`src/rtl/ns_responder.sv`:
```
// Responder for the Lowe-fixed Needham-Schroeder exchange: answers step 1 with step 2,
// tracks up to NUM_SLOTS sessions, commits on a matching step 3 and aborts on timeout.
module ns_responder #(
  parameter int unsigned AW         = 3,
  parameter int unsigned SELF       = 1,
  parameter int unsigned NUM_SLOTS  = 2,
  parameter int unsigned NONCE_BASE = 4,
  parameter int unsigned TIMEOUT    = 8
) (
  input  logic                   clock,
  input  logic                   reset,
  input  logic                   in_valid,
  output logic                   in_ready,
  input  logic [1:0]             in_type,
  input  logic [AW-1:0]          in_src,
  input  logic [AW-1:0]          in_dest,
  input  logic [AW-1:0]          in_key,
  input  logic [AW-1:0]          in_nonce1,
  input  logic [AW-1:0]          in_nonce2,
  input  logic [AW-1:0]          in_address,
  output logic                   out_valid,
  input  logic                   out_ready,
  output logic [1:0]             out_type,
  output logic [AW-1:0]          out_src,
  output logic [AW-1:0]          out_dest,
  output logic [AW-1:0]          out_key,
  output logic [AW-1:0]          out_nonce1,
  output logic [AW-1:0]          out_nonce2,
  output logic [AW-1:0]          out_address,
  input  logic                   release_valid,
  input  logic [1:0]             release_slot,
  output logic                   commit,
  output logic [1:0]             commit_slot,
  output logic [AW-1:0]          commit_partner,
  output logic                   abort,
  output logic [1:0]             abort_slot,
  output logic                   drop,
  output logic [2*NUM_SLOTS-1:0] slot_state
);

  localparam int unsigned CW = 8;
  localparam int unsigned IW = 2;
  localparam logic [AW-1:0] SELF_ID = AW'(SELF);
  localparam logic [1:0] T_NA  = 2'd1;
  localparam logic [1:0] T_NNA = 2'd2;
  localparam logic [1:0] T_N   = 2'd3;

  typedef enum logic [1:0] {
    SLEEPING  = 2'd0,
    WAITING   = 2'd1,
    COMMITTED = 2'd2
  } slot_e;

  typedef struct packed {
    logic [1:0]    mtype;
    logic [AW-1:0] src;
    logic [AW-1:0] dest;
    logic [AW-1:0] key;
    logic [AW-1:0] nonce1;
    logic [AW-1:0] nonce2;
    logic [AW-1:0] address;
  } msg_t;

  slot_e         st_q      [NUM_SLOTS];
  slot_e         st_d      [NUM_SLOTS];
  logic [AW-1:0] partner_q [NUM_SLOTS];
  logic [AW-1:0] partner_d [NUM_SLOTS];
  logic [AW-1:0] na_q      [NUM_SLOTS];
  logic [AW-1:0] na_d      [NUM_SLOTS];
  logic [CW-1:0] cnt_q     [NUM_SLOTS];
  logic [CW-1:0] cnt_d     [NUM_SLOTS];

  msg_t          msg_q, msg_d;
  logic          ov_d;
  logic          commit_d, abort_d, drop_d;
  logic [IW-1:0] commit_slot_d, abort_slot_d;
  logic [AW-1:0] commit_partner_d;

  logic          accept_c, for_me_c, step1_c, step3_c;
  logic          hit_c, free_c, expired_c;
  logic [IW-1:0] hit_idx_c, free_idx_c, sel_idx_c;
  logic [AW-1:0] s3_idx_c;

  // Source and address of inbound messages are never needed by the responder.
  logic unused_fields;
  assign unused_fields = ^{in_src, in_address};

  assign in_ready = !out_valid;

  // Message classification plus retransmit-match and free-slot search on pre-edge state.
  always_comb begin
    accept_c   = in_valid && !out_valid;
    for_me_c   = accept_c && (in_dest == SELF_ID) && (in_key == SELF_ID);
    step1_c    = for_me_c && (in_type == T_NA);
    step3_c    = for_me_c && (in_type == T_N);
    s3_idx_c   = in_nonce1 - AW'(NONCE_BASE);
    hit_c      = 1'b0;
    hit_idx_c  = '0;
    free_c     = 1'b0;
    free_idx_c = '0;
    for (int unsigned k = 0; k < NUM_SLOTS; k++) begin
      if (!hit_c && st_q[k] == WAITING && partner_q[k] == in_nonce2 && na_q[k] == in_nonce1) begin
        hit_c     = 1'b1;
        hit_idx_c = IW'(k);
      end
      if (!free_c && st_q[k] == SLEEPING) begin
        free_c     = 1'b1;
        free_idx_c = IW'(k);
      end
    end
    sel_idx_c = hit_c ? hit_idx_c : free_idx_c;
  end

  // Next-state for slots, event pulses and the outbound buffer.
  always_comb begin
    st_d             = st_q;
    partner_d        = partner_q;
    na_d             = na_q;
    cnt_d            = cnt_q;
    msg_d            = msg_q;
    ov_d             = out_valid && !out_ready;
    commit_d         = 1'b0;
    commit_slot_d    = commit_slot;
    commit_partner_d = commit_partner;
    abort_d          = 1'b0;
    abort_slot_d     = abort_slot;
    drop_d           = step1_c && !hit_c && !free_c;
    expired_c        = 1'b0;
    for (int unsigned k = 0; k < NUM_SLOTS; k++) begin
      if (st_q[k] == WAITING) begin
        if (step3_c && s3_idx_c == AW'(k)) begin
          st_d[k]          = COMMITTED;
          commit_d         = 1'b1;
          commit_slot_d    = IW'(k);
          commit_partner_d = partner_q[k];
        end else if (step1_c && hit_c && hit_idx_c == IW'(k)) begin
          cnt_d[k] = CW'(TIMEOUT);
        end else if (cnt_q[k] > CW'(1)) begin
          cnt_d[k] = cnt_q[k] - CW'(1);
        end else if (!expired_c) begin
          // lowest expiring slot goes first; the rest hold at 1
          expired_c    = 1'b1;
          st_d[k]      = SLEEPING;
          cnt_d[k]     = '0;
          abort_d      = 1'b1;
          abort_slot_d = IW'(k);
        end
      end
      if (st_q[k] == COMMITTED && release_valid && release_slot == IW'(k))
        st_d[k] = SLEEPING;
      if (step1_c && !hit_c && free_c && free_idx_c == IW'(k)) begin
        st_d[k]      = WAITING;
        partner_d[k] = in_nonce2;
        na_d[k]      = in_nonce1;
        cnt_d[k]     = CW'(TIMEOUT);
      end
    end
    if (step1_c && (hit_c || free_c)) begin
      ov_d          = 1'b1;
      msg_d.mtype   = T_NNA;
      msg_d.src     = SELF_ID;
      msg_d.dest    = in_nonce2;
      msg_d.key     = in_nonce2;
      msg_d.nonce1  = in_nonce1;
      msg_d.nonce2  = AW'(NONCE_BASE) + AW'(sel_idx_c);
      msg_d.address = SELF_ID;
    end
  end

  always_ff @(posedge clock or posedge reset) begin
    if (reset) begin
      for (int unsigned k = 0; k < NUM_SLOTS; k++) begin
        st_q[k]      <= SLEEPING;
        partner_q[k] <= '0;
        na_q[k]      <= '0;
        cnt_q[k]     <= '0;
      end
      msg_q          <= '0;
      out_valid      <= 1'b0;
      commit         <= 1'b0;
      commit_slot    <= '0;
      commit_partner <= '0;
      abort          <= 1'b0;
      abort_slot     <= '0;
      drop           <= 1'b0;
    end else begin
      st_q           <= st_d;
      partner_q      <= partner_d;
      na_q           <= na_d;
      cnt_q          <= cnt_d;
      msg_q          <= msg_d;
      out_valid      <= ov_d;
      commit         <= commit_d;
      commit_slot    <= commit_slot_d;
      commit_partner <= commit_partner_d;
      abort          <= abort_d;
      abort_slot     <= abort_slot_d;
      drop           <= drop_d;
    end
  end

  assign out_type    = msg_q.mtype;
  assign out_src     = msg_q.src;
  assign out_dest    = msg_q.dest;
  assign out_key     = msg_q.key;
  assign out_nonce1  = msg_q.nonce1;
  assign out_nonce2  = msg_q.nonce2;
  assign out_address = msg_q.address;

  always_comb begin
    slot_state = '0;
    for (int unsigned k = 0; k < NUM_SLOTS; k++)
      slot_state[2*k +: 2] = st_q[k];
  end

endmodule
```
`config.mk`:
```
export PLATFORM = sky130hd
export DESIGN_NAME = ns_responder
export DESIGN_NICKNAME = d
export VERILOG_FILES = /design/src/rtl/ns_responder.sv
export SDC_FILE = /design/constraint.sdc
export NUM_CORES = 1
export LEC_CHECK = 0
export ABC_AREA = 1
export ABC_CLOCK_PERIOD_IN_PS = 2600
export CAP_MARGIN = 0
export CORE_AREA = 2 2 66 92
export CTS_BUF_LIST = sky130_fd_sc_hd__clkbuf_4
export CTS_CLUSTER_DIAMETER = 100
export DETAILED_ROUTE_END_ITERATION = 10
export DIE_AREA = 0 0 68 94
export GPL_TIMING_DRIVEN = 0
export MAX_ROUTING_LAYER = met4
export PLACE_DENSITY = 0.95
export SYNTH_ARGS = -nofsm -noshare
export SYNTH_HDL_FRONTEND = slang
export SYNTH_SLANG_ARGS = --single-unit
```
`constraint.sdc`:
```
create_clock -name clock -period 2.6 [get_ports clock]
set_input_delay 0.39 -clock clock [delete_from_list [all_inputs] [get_ports clock]]
set_output_delay 0.39 -clock clock [all_outputs]
set_load 0.1 [all_outputs]
```
# Yosys cells after proc, flatten, opt, wreduce, memory -nomap -nowiden
# Index checks and enable logic that the tools add are counted.
# word_totals
word_cells	158
input_bits	27
regBits	53
output_inout_bits	36
# classes
n_eq_ne	24
n_addsub	4
order_cmp	2
n_mux	61
reduce_logical	48
# op_table
operator	n
2-to-1 mux 8 bit	11
2-to-1 mux 2 bit	27
logical AND 1 bit	27
2-to-1 mux 1 bit	19
greater-than comparator 8 x 1 -> 1 bit, second input constant	2
inequality test 4 x 2 -> 1 bit, second input constant	4
subtractor 8 x 1 -> 8 bit, second input constant	2
== test 2 x 1 -> 1 bit, second input constant	6
== test 3 bit	4
2-to-1 mux 3 bit	4
logical NOT 2 bit	5
== test 3 x 1 -> 1 bit, second input constant	3
inequality test 4 x 1 -> 1 bit, second input constant	2
== test 2 bit, second input constant	3
logical NOT 1 bit	6
AND reduction 3 bit	2
nonzero test 3 bit	2
inequality test 2 x 1 -> 1 bit, second input constant	2
AND reduction 4 bit	1
nonzero test 2 bit	2
adder 3 x 2 -> 3 bit, first input constant	1
logical NOT 3 bit	1
subtractor 3 bit, second input constant	1
AND reduction 2 bit	1
logical OR 1 bit	1

# Depth between registers and ports, before layout
# Gate-level depths: netlist of run 1.
# depth
word_depth	21
depth_mapped	15

# Worst setup path before layout of run 1
# Ideal clock, no wire load.
# synth_path
path_kind	register to register
start	reg out_valid
end	reg cnt_q[3] in the netlist's numbering
setup_time_ns	0.117
setup_slack_ns	0.101
t_arrival_ns	2.382
stages_incl_launch_ff	12
path_cell_list	dfrtp_1 inv_2 nand3_1 nor2_1 nand3_1 nand2_1 nor2_4 nand2_4 nand2_4 nand2_4 nand2_1 nand2_1
# synth_between
elab_chain_len	12
# synth_lines
item	line_no	source
from (decl)	21	output logic out_valid,
from (signal assigned)	192	out_valid <= ov_d;
logical NOT 1 bit (*)	--	
net in_ready	13	output logic in_ready,
logical AND 1 bit (*)	92	accept_c = in_valid && !out_valid;
logical AND 1 bit (*) (2 in a row)	93	for_me_c = accept_c && (in_dest == SELF_ID) && (in_key == SELF_ID);
logical AND 1 bit	94	step1_c = for_me_c && (in_type == T_NA);
logical AND 1 bit (2 in a row)	136	end else if (step1_c && hit_c && hit_idx_c == IW'(k)) begin
2-to-1 mux 1 bit	136	
2-to-1 mux 1 bit	131	if (step3_c && s3_idx_c == AW'(k)) begin
2-to-1 mux 1 bit	130	if (st_q[k] == WAITING) begin
inequality test 4 x 1 -> 1 bit (no line)	--	
AND reduction 3 bit (no line)	--	
to (signal assigned)	190	cnt_q <= cnt_d;
to (decl)	70	logic [CW-1:0] cnt_q [NUM_SLOTS];
# Mark *: on every way through the listed nets, which the timed path passes. The rest lies on a longest branch. The select of a mux whose other input is x is not followed.
# A chain may end at the register's enable or synchronous reset.

==> results.md, run 1 <==
- Status: finished, final reports clean
- CP max FO: 5
- Grt ovf: 0
- First-pass DRT Iterations: 5
- Ys Warns: 0
- Final ANT Viol Nets: 0
- Postcts setup bufs: 0
- Drt drc: 0
- Post-synth EDFFs: 0
- Worst vdd rail ir drop: 0.409 mV
- Synthesized area: about 3100 µm²
- Syn avg cell area: 7.63 µm²
- Pins over their slew limit: 0
- Hold crit path type: in -> async
- Synth top area cells: dfrtp_1, nand2_1, inv_1
- Max Cap Violations: 0
- Die X: 68 µm
- Total negative slack: 0 ps
- Io pins: 63
- Initial Utilization: a little under three fifths
- Latest clock arrival within the worst-skew pair: 370 ps
- Period utilisation layout: roughly 95%
- CTS clk-pin slew, worst paths: between 150 and 200 ps
- Post-Syn Instances: between 400 and 500
- Num CTS Buffers: 5
- Seq/Total Area, Yosys: 40.7%
- Synth top area share: around two fifths
- P per Cell Area: approximately 560 nW/µm²
- Internal power: between 1 and 1.5 mW
- DP Area: roughly 3800 µm²
- Design area: 3830 µm²
- Core Area: around 5500 µm²
- Die H: around 94 µm
- WS Path Type: reg -> out
- Clock power frac: 21.1%
- Clock Path Buffers: 2
- Layout cells sized above 1: ~14%
- WL final: 7470 µm
- Initial antenna violation count: 0
- Clock sinks: 51
- CTS tree: built
- Final setup violation count: 0
- RSZ-0062 raised after global routing: no
- Tot Pwr: between 2 and 2.5 mW
- Crit. End Element: output port
- Sw Pwr: 0.822 mW
- Worst Path Required: about 2200 ps
- Worst slew pin tran: around 1000 ps
- Slew Limit Headroom: between 30% and 40%
- Antenna diode count: 0
- Pin count of the biggest net entering global routing: 29
- FF+latch count, synth: 51
- Vias in the first global route: around 2900
- Util after Layout: 69.4%
- First-pass GRT wire length: between 10000 and 15000 µm
- Gpl congestion: roughly 0.89
- Switch share: 38.3%
- Final Skew: 28.9 ps
- Area leader, netlist: dfrtp_1
- Final net count: slightly above 500
- Synth async-reset ratio: 100%
- Netlist cell types: 34
- DR iter-0 viols: about 150
- Hold WS: 347 ps
- Logic gate share of total power: 33.0%
- FMAX: 0.405 GHz
- Post-DR wirelength/cell: around 14 µm
- CTS HTree Levels: 2
- Post-CTS sizing: 0
- Vias/cell: 5.42
- Minimum clock period: approximately 2500 ps
- Startpoint Class: register
- Most common flop cell mapped by yosys: dfrtp_1
- HPWL Detailed: slightly below 6000 µm
- Area growth from synthesis to layout: 22.3%
- Hold Vio Cnt, Final: 0
- Vias: 2936
- Die area: about 6400 µm²
- Port bufs: 50
- GR Util All Layers: approximately a quarter
- Root Buffer: clkbuf_4
- Row cnt: 32
- Seq pwr share: 45.9%
- Hold buffer count at cts: 0
- Leakage power: between 1.5 and 2 nW
- CP arrival: 2080 ps
[power groups by stage]
stage	Sequential, mW	Clock [mW]	Combinational, mW
floorplan	1.13	0	0.402
global placement	0.992	0	0.681
detailed placement	0.997	0	0.711
CTS	0.983	0.460	0.712
global route	0.998	0.493	0.782
finish	0.984	0.452	0.709
[stage by stage]
stage          setup WS [ps]  std cells
2_1_floorplan            101        416
3_3_place_gp            33.4        534
3_5_place_dp             236        535
4_1_cts                  125        542
5_1_grt                 71.5        542
6_report                 131        542
[area by class of cell]
class | count | area, µm²
Timing Repair Buffer | 51 | 520
Clock inverter | 1 | 30.0
Tap cell | 68 | 85.1
Clock buffer | 6 | 45.0
Multi-Input combinational cell | 295 | 1550
Fill cell | 450 | 1690
Inverter | 55 | 206
Buffer | 15 | 116
Sequential cell | 51 | 1280
[registers in the layout, indices dropped and copies added, names as in the netlist, 2 cells and up]
| register | count |
|---|---|
| slot_state | 4 |
| out_nonce2 | 2 |
| out_key | 3 |
| na_q | 6 |
| cnt_q | 16 |
| commit_partner | 3 |
| partner_q | 6 |
| abort_slot | 2 |
| commit_slot | 2 |
| out_nonce1 | 3 |
[worst paths after layout]
path	start	to	slack, ps	depth (start not counted)
max reg2reg	cnt_q[8]	cnt_q[0]	690	11
min in group clock	out_nonce2[0]	out_nonce2[0]	490	2
min reg2reg	out_nonce2[0]	out_nonce2[0]	490	2
max in group asynchronous	reset	partner_q[3]	1690	3
min	reset	out_valid	350	2
max	out_nonce2[2]	out_type[1]	130	2
[cell usage after synthesis (6+ instances only)]
library cell	count
buf_4	14
nand2_2	7
inv_2	8
nor2_1	46
nand2_1	105
inv_1	47
dfrtp_1	51
nor2_4	7
xor2_1	8
nand4_1	8
o21ai_0	20
a21oi_1	11
nor3_1	8
o21ai_2	6
nand3_1	27
[critical path, cell delays in order, from the launching register on]
cell and delay [ps]:
dfrtp_1 450, buf_4 130, clkdlybuf4s50_1 1120
[placed cells by master, fill, tap and decap left out, drive strengths merged, types with 2 or more instances in the layout]
| cell | n |
|---|---|
| conb | 6 |
| ha | 4 |
| nor2 | 55 |
| inv | 55 |
| clkbuf | 6 |
| nor3 | 8 |
| buf | 16 |
| o21ai | 31 |
| dfrtp | 51 |
| or2 | 2 |
| nand4 | 8 |
| xnor2 | 3 |
| nand2 | 117 |
| nand3 | 33 |
| nor4 | 3 |
| xor2 | 8 |
| clkdlybuf4s50 | 50 |
| a21oi | 11 |
[metal layers]
metal  vias up  part of all wire, %  routed length, µm  track usage (%)
li1       1412                    -                  -                -
met1      1409                   38               2830             29.3
met2        85                   54               4060             44.4
met3        30                  4.3                320             3.84
met4         0                  3.5                261             13.3
met5         -                    0                  0                -
[cells by family after synthesis]
group	synth area share [%]
other cells	0.120
flops	40.7
simple gates	35.3
buf+inv	10.3
compound gates	8.94
fa+ha+maj	1.60
xor+xnor	3.07
Note: power is estimated with default switching activity, not from simulation.
==> inputs of run 2 (changes only) <==
- ABC_AREA: 1 -> 0
- CELL_PAD_IN_SITES_DETAIL_PLACEMENT: default -> 1
- CELL_PAD_IN_SITES_GLOBAL_PLACEMENT: default -> 1
- CORE_AREA: 2 2 66 92 -> 2 2 71 101
- DIE_AREA: 0 0 68 94 -> 0 0 73 103
- SKIP_CTS_REPAIR_TIMING: default -> 1
==> results.md, run 2 <==
- Status: finished, final reports clean
- CTS tree: built
- Final Skew: 17.1 ps (-11.8 ps)
- Die H: 103 µm (+9.6%)
- Synthesized area: 2780 µm² (-11%)
- Vias/cell: 5.62 (+3.7%)
- Clock sinks: 51 (unchanged)
- CP max FO: 8 (+3)
- Initial antenna violation count: 0 (unchanged)
- Netlist cell types: 55 (+62%)
- Most common flop cell mapped by yosys: dfrtp_1
- Initial Utilization: 41.4% (-15 points)
- Synth top area share: 46.0% (+5.2 points)
- Die X: 73 µm (+7.4%)
- Placed insts: 390 (-27%)
- Final net count: 354 (-30%)
- Pins over their slew limit: 0 (unchanged)
- Row cnt: 36 (+13%)
- Layout cells sized above 1: 19.8% (+5.4 points)
- Most common cell after layout, fill and taps aside: dfrtp_1
- FF+latch count, synth: 51 (unchanged)
- Area leader, netlist: dfrtp_1
- DP Worst Slack: -338 ps (-573 ps)
- Buf/Inv on CP: 2 (unchanged)
- CP Cell Sequence: clkdlybuf4s50_1 > nand4bb_1 > or4_4 > a21oi_4 > a2111oi_4 > o31ai_4 > buf_4 > o221ai_1
- Clock Path Buffers: 2 (unchanged)
- Minimum clock period: 2510 ps (+36.9 ps)
- Design area: 3490 µm² (-8.8%)
- RR Endpoint: cnt_q[7]
- Worst vdd rail ir drop: 0.311 mV (-24%)
- Post-synth EDFFs: 0 (unchanged)
- Final setup violation count: 0 (unchanged)
- Post-Syn Instances: 261 (-36%)
- Grt ovf: 0 (unchanged)
- Syn avg cell area: 10.6 µm² (+39%)
- Antenna diode count: 0 (unchanged)
- Num CTS Buffers: 5 (unchanged)
- Core Area: 6710 µm² (+21%)
- FMAX: 0.399 GHz (-1.5%)
- Max Cap Violations: 0 (unchanged)
- Slew Limit Headroom: 34.1% (+0.67 points)
- First-pass GRT wire length: 11600 µm (-7.5%)
- Total negative slack: 0 ps (unchanged)
- Most common cell in the synthesized netlist: dfrtp_1
- Period utilisation layout: 96.4% (+1.4 points)
- Pin count of the biggest net entering global routing: 31 (+6.9%)
- Vias in the first global route: 2370 (-17%)
- DR iter-0 viols: 91 (-40%)
- WL final: 7400 µm (-0.98%)
- Worst Path Required: 2850 ps (+640 ps)
- Hold Vio Cnt, Final: 0 (unchanged)
- DP Area: 3380 µm² (-10%)
- Vias: 2246 (-24%)
- Port bufs: 47 (-6.0%)
- Reg2reg setup slack: 110 ps (-580 ps)
- Io pins: 63 (unchanged)
- CTS clk-pin slew, worst paths: 160 ps (about the same)
- Worst r2r src: out_valid
- Max reg flops: 16 (unchanged)
- Finished Layout Cells: 400 (-26%)
- Area growth from synthesis to layout: 25.9%
- Leakage power: 1.63 nW (-14%)
- Root Buffer: clkbuf_4
- Post-DR wirelength/cell: 18.5 µm (+34%)
- Final ANT Viol Nets: 0 (unchanged)
- Seq/Total Area, Yosys: 46.0% (+5.2 points)
- Gpl congestion: 0.834 (-6.1%)
- Crit. End Element: register
- WS Path Type: in -> reg
- Hold crit path type: in -> async
- Critical-path top delay cell: or4_4
- Worst slew pin tran: 986 ps (-9.99 ps)
- Final worst slack: 94.2 ps (-36.9 ps)
- Latest clock arrival within the worst-skew pair: 370 ps (about the same)
- Top flop regs: cnt_q x16, na_q x6, partner_q x6
- Reg2Reg Depth: 7 (-4)
- CP arrival: 2750 ps (+670 ps)
- GR Util All Layers: 20.6% (-5.6 points)
- Synth async-reset ratio: 100% (unchanged)
- P per Cell Area: 501 nW/µm² (-10%)
- Synth top area cells: dfrtp_1, mux2_2, buf_4
- Hold WS: 351 ps (+4.10 ps)
- Ys Warns: 0 (unchanged)
- HPWL Detailed: 5460 µm (-8.0%)
- RSZ-0062 raised after global routing: no
- Top cells by count, synth: dfrtp_1, nand2_1, nor2_1
- Drt drc: 0 (unchanged)
- Reg with most FFs: cnt_q
- Most frequent cells in the layout: dfrtp_1, clkdlybuf4s50_1, nand2_1
- Fill cell count: 720 (+60%)
- CTS HTree Levels: 2 (unchanged)
- First-pass DRT Iterations: 4 (-1)
- Die area: 7520 µm² (+18%)
- Startpoint Class: input pin
- CP peak stage delay: 580 ps (-540 ps)
- CP delay by family, top: simple AND/OR/NAND/NOR gates
run 2: worst max path at each step:
stage	from	end	cells past startpoint
after floorplan	out_valid	cnt_q[5]	6
after global placement	in_dest[1]	cnt_q[5]	7
after detailed placement	in_nonce2[2]	cnt_q[7]	7
after CTS	slot_state[3]	cnt_q[7]	6
after global routing	out_valid	cnt_q[7]	7
final	in_dest[1]	cnt_q[7]	8
run 2: cells by family (layout without fill, tap and decap cells):
kind of cell,Yosys count,in the layout,synth area share (%)
AO/OA/AOI/OAI,41,41,11.7
XOR/XNOR,17,17,5.36
adder cells (fa/ha/maj),4,4,1.80
buffers and inverters,32,90,6.08
flip-flops,51,51,46.0
multiplexers,22,22,8.74
other,1,6,0.135
AND/OR/NAND/NOR,93,93,20.2
run 2: layout make-up:
type | count | area, µm² | share of cell area (%)
multi-input cells | 183 | 1370 | 39.2
flip-flops and latches | 51 | 1280 | 36.6
repair buffers | 50 | 505 | 14.5
plain buffers | 18 | 116 | 3.33
well taps | 76 | 95.1 | 2.72
inverters | 14 | 52.6 | 1.50
clock inverters | 3 | 38.8 | 1.11
clock buffers | 5 | 37.5 | 1.07
run 2: stage by stage:
step	power, mW	util [%]
5_1_grt	1.83	52.1
6_report	1.75	52.1
2_1_floorplan	1.19	-
4_1_cts	1.76	51.5
3_3_place_gp	1.28	50.1
3_5_place_dp	1.31	50.4
run 2: power by group:
| part | switching [mW] | internal, mW |
|---|---|---|
| Clock | 0.251 | 0.198 |
| Combinational | 0.300 | 0.146 |
| Sequential | 0.0319 | 0.824 |
run 2: routing by layer:
metal  GRT usage, %  part of all wire, %  vias to the layer above
met5              -                    0                        -
met4           6.70                  2.4                        0
met1           23.3                   39                     1145
met3           3.03                  2.3                       21
met2           36.9                   56                       50
li1               -                    -                     1030
==> patch 1, RTL diff (settings of run 1) <==
Change the localparam `CW` from 8 to 7.
--- a/src/rtl/ns_responder.sv
+++ b/src/rtl/ns_responder.sv
@@ -39,5 +39,5 @@
 );
 
-  localparam int unsigned CW = 8;
+  localparam int unsigned CW = 7;
   localparam int unsigned IW = 2;
   localparam logic [AW-1:0] SELF_ID = AW'(SELF);
Behaviour: no difference found for any inputs over 10 cycles, from zero or initial values and one cycle with reset high; that may be too few to reach the edited logic, so the function may still have changed.
==> patch 1 against run 1 <==
  * Area after synthesis is 7.9% lower
  * Register-to-register slack better by 70 ps
  * Count of clock-buffer cells in the layout stayed put
  * Wire length is 9.9% lower
  * Sequential cell count is 2 lower
  * Power is 31% higher
  * Critical path type unchanged
  * Critical endpoint is now out_nonce2[2]
  * Worst setup slack better by 14 ps
  * Design area is 6.2% lower
  * Core utilization is 4.3 points lower
==> patch 1: results (changes against run 1) <==
status:
  status: "completed"
critical_path:
  slowest_delay_ps: 1120  # about the same
  path_max_fanout: 5  # unchanged
  critPathSlowestCell: "clkdlybuf4s50_1"
  cp.arrival_ps: 2060  # -20 ps
  cp_top_family: "buffers and inverters"
placed_design:
  placed_cells: 499  # -6.7%
  io_buffers: 50  # unchanged
  routabilityCongestion: 0.893  # +0.48%
  dp_hpwl_um: 5180  # -13%
  dp_slack_ps: 324  # +88.2 ps
  place_area_mm2: 0.00351  # -6.6%
synth:
  synth_cell_type_count: 33  # -2.9%
  avgSynthCellArea_um2: 7.70  # +0.94%
  synthTopCellsByCount: "nand2_1, dfrtp_1, inv_1, nor2_1, nand3_1"
  yosys.area_share.adder: 0.0173  # +0.00137
  yosysSeqAreaShare: 0.425  # +0.0176
  synth.area.top_cells: "dfrtp_1, nand2_1, inv_1"
  async_reset_ff_frac: 1.00  # unchanged
  synth_top_family_by_area: "simple AND/OR/NAND/NOR gates"
  synth_ff_type: "dfrtp_1"
  synth_mux_area_frac: 0  # unchanged
  synth_compound_area_frac: 0.0897  # +0.000306
  yosys_warnings: 0  # unchanged
  synth_xor_area_frac: 0.0273  # -0.00343
sta:
  fin_skew_ps: 14.9  # -14.0 ps
  tightest_slew_ps: 992  # -3.50 ps
clock_network:
  htreeDepth: 2  # unchanged
  cts-root-buf: "clkbuf_4"
  cts_setup_buffers: 0  # unchanged
  cts_buffers: 5  # unchanged
  cts.clk_slew.worst_paths_ps: 160  # about the same
  cts_max_path_buffers: 2  # unchanged
  worstSkewPairLatency_ps: 380
  post_cts_resized: 0  # unchanged
power:
  max-vdd-ir-drop_uv: 491  # +20%
  switchingPower_w: 0.00128  # +56%
  seq-power_w: 0.000980  # -0.4%
  p_leak_nw: 1.80  # -5.5%
  seqPwrFrac: 0.348  # -0.111
  power_frac_clock: 0.167  # -0.044
finish:
  instances_no_fill: 507  # -6.5%
  antenna_cells: 0  # unchanged
  drive_gt1_frac: 0.162  # +0.0183
  fin_nets: 469  # -7.1%
  top_regs: "cnt_q (14), na_q (6), partner_q (6)"
drt:
  first_pass_iters: 4  # -1
  vias: 2635  # -10%
  first_iter_violations: 147  # -2.6%
  wl_um: 6730  # -9.9%
  drc: 0  # unchanged
grt:
  antenna_found_initial: 0  # unchanged
  grt_pass1_wl_um: 11200  # -11%
  grtUsageTotal: 0.234  # -0.0286
  grt_max_degree: 27  # -6.9%
worst_hold_path:
  hold_path_class: "in2async"
[patch 1: layer usage]
layer,wire [um],up-vias,track usage,part of all wire
met2,3630,91,0.405,0.54
met4,199,0,0.100,0.030
met1,2540,1228,0.258,0.38
met3,355,24,0.0384,0.053
met5,0,-,-,0
li1,-,1292,-,-
[patch 1: final cells by class]
cell class | instances | area (um^2)
Buffer | 16 | 113
Clock buffer | 6 | 45.0
Clock inverter | 2 | 38.8
Fill cell | 455 | 1930
Inverter | 56 | 210
Multi-Input combinational cell | 259 | 1360
Sequential cell | 49 | 1230
Tap cell | 68 | 85.1
Timing Repair Buffer | 51 | 520
[patch 1: worst paths after layout]
check                                from           endpoint  slack [ps]  cells past startpoint
max                         out_nonce2[2]      out_nonce2[2]         150                      2
min                                 reset       partner_q[5]         340                      2
max reg2reg                     out_valid  commit_partner[0]         760                      9
min reg2reg                commit_slot[0]     commit_slot[0]         490                      2
max in group asynchronous           reset            na_q[0]        1730                      3
min in group clock         commit_slot[0]     commit_slot[0]         490                      2
==> patch 2, RTL diff (config.mk and constraints of run 1) <==
Without the edit above. Add an input register stage for `in_key`, without a reset; this delays it by one clock. The other inputs are not delayed to match.
--- a/src/rtl/ns_responder.sv
+++ b/src/rtl/ns_responder.sv
@@ -62,4 +62,10 @@
   } msg_t;
 
+  logic [AW-1:0] in_key_q;
+
+  always_ff @(posedge clock) begin
+    in_key_q <= in_key;
+  end
+
   slot_e         st_q      [NUM_SLOTS];
   slot_e         st_d      [NUM_SLOTS];
@@ -91,5 +97,5 @@
   always_comb begin
     accept_c   = in_valid && !out_valid;
-    for_me_c   = accept_c && (in_dest == SELF_ID) && (in_key == SELF_ID);
+    for_me_c   = accept_c && (in_dest == SELF_ID) && (in_key_q == SELF_ID);
     step1_c    = for_me_c && (in_type == T_NA);
     step3_c    = for_me_c && (in_type == T_N);
Function: changed (a bounded check fails within 4 cycles, from zero or initial values and one cycle with reset high).
==> patch 2 against run 1 <==
  * First-iteration DRC count is 62% higher
  * Count of clock-buffer cells in the layout decreased by 1
  * Sequential power increased by 12%
  * Design area grew 1.4%
  * Register-to-register slack got worse by 80 ps
  * Power rose by 16%
  * Area after synthesis grew 2.3%
  * Wire length fell by 3.2%
  * Largest power group unchanged
  * Critical endpoint is now out_src[0]
  * Highest routed layer unchanged
  * Worst setup slack worse by 11 ps
  * Sequential cell count up 3
==> patch 2: results (changes against run 1) <==
grt:
  grt_use_met2: 0.452  # +0.00809
  grt_pass1_vias: 2770  # -3.1%
  grt_pass1_wl_um: 12300  # -2.6%
  use_met1: 0.289  # -0.00421
critical_path:
  r2r_cells: 10  # -1
  reg2reg_slack_ps: 610  # -80 ps
placed_design:
  dp_hpwl_um: 5760  # -3.0%
  placed_cells: 542  # +1.3%
power:
  seq-power_w: 0.00110  # +12%
  max-vdd-ir-drop_uv: 411  # +0.32%
  powerClk_w: 0.000384  # -15%
  p_int_w: 0.00143  # +7.8%
finish:
  nFillCells: 417  # -7.3%
  instances_no_fill: 550  # +1.5%
  fin_nets: 512  # +1.4%
  drive_gt1_frac: 0.149  # +0.00592
drt:
  first_pass_iters: 4  # -1
  wl_um: 7230  # -3.2%
  first_iter_violations: 245  # +62%
clock_network:
  worstSkewPairLatency_ps: 400  # +30 ps
synth:
  synth.area.top_cells: "dfrtp_1, nand2_1, nor2_1"
  avgSynthCellArea_um2: 7.67  # +0.56%
  synth_cell_type_count: 32  # -5.9%
  synthTopCellsByCount: "nand2_1, dfrtp_1, nor2_1, inv_1, nand3_1"
status:
  status: "completed"
-- patch 2: changes by cell type in the layout (fill, tap and decap cells not counted), moves of 3 or more --
| cell | change |
|---|---|
| nand2_4 | -4 |
| dfxtp_1 | +3 |
| nand2_2 | -4 |
| o21ai_1 | +5 |
| nand2_1 | -3 |
| nand3_2 | +4 |
| nor3_1 | -3 |
| a21oi_1 | +10 |
| nor2_1 | +5 |
| o21ai_0 | -10 |
-- patch 2: worst min path at each step --
stage | to | slack, ps | cells after the start
after floorplan | in_key_q[0] | 420 | 0
after global placement | out_nonce2[0] | 460 | 2
after detailed placement | out_nonce2[0] | 460 | 2
after CTS | commit | 300 | 2
after global routing | commit | 320 | 2
final | commit | 280 | 2
-- patch 2: final cells by class --
cell class | instances | area, um^2 | share of cell area
buffer | 18 | 136 | 0.0351
clock buffer | 5 | 37.5 | 0.00965
clock inverter | 3 | 21.3 | 0.00547
inverter | 59 | 221 | 0.0569
multi-input combinational | 292 | 1530 | 0.394
sequential | 54 | 1340 | 0.344
tap | 68 | 85.1 | 0.0219
timing repair buffer | 51 | 520 | 0.134
-- patch 2: cell families after synthesis --
kind of cell	Yosys count	share of synthesized area
AOI/OAI and AO/OA	51	0.0902
other	1	0.00117
and+or+nand+nor	221	0.337
DFF	54	0.417
xor gates and xnor gates	10	0.0273
buffers and inverters	77	0.112
adders and majority gates	4	0.0156
-- patch 2: critical path, stage by stage, from the launching register on --
cell,delay (ps)
dfrtp_1,440
buf_4,130
clkdlybuf4s50_1,1120
-- patch 2: routing by layer --
metal	part of all wire	routed length, um	vias up
li1	-	-	1426
met4	0.025	180	0
met1	0.39	2810	1321
met2	0.55	3990	68
met5	0	0	-
met3	0.033	242	16
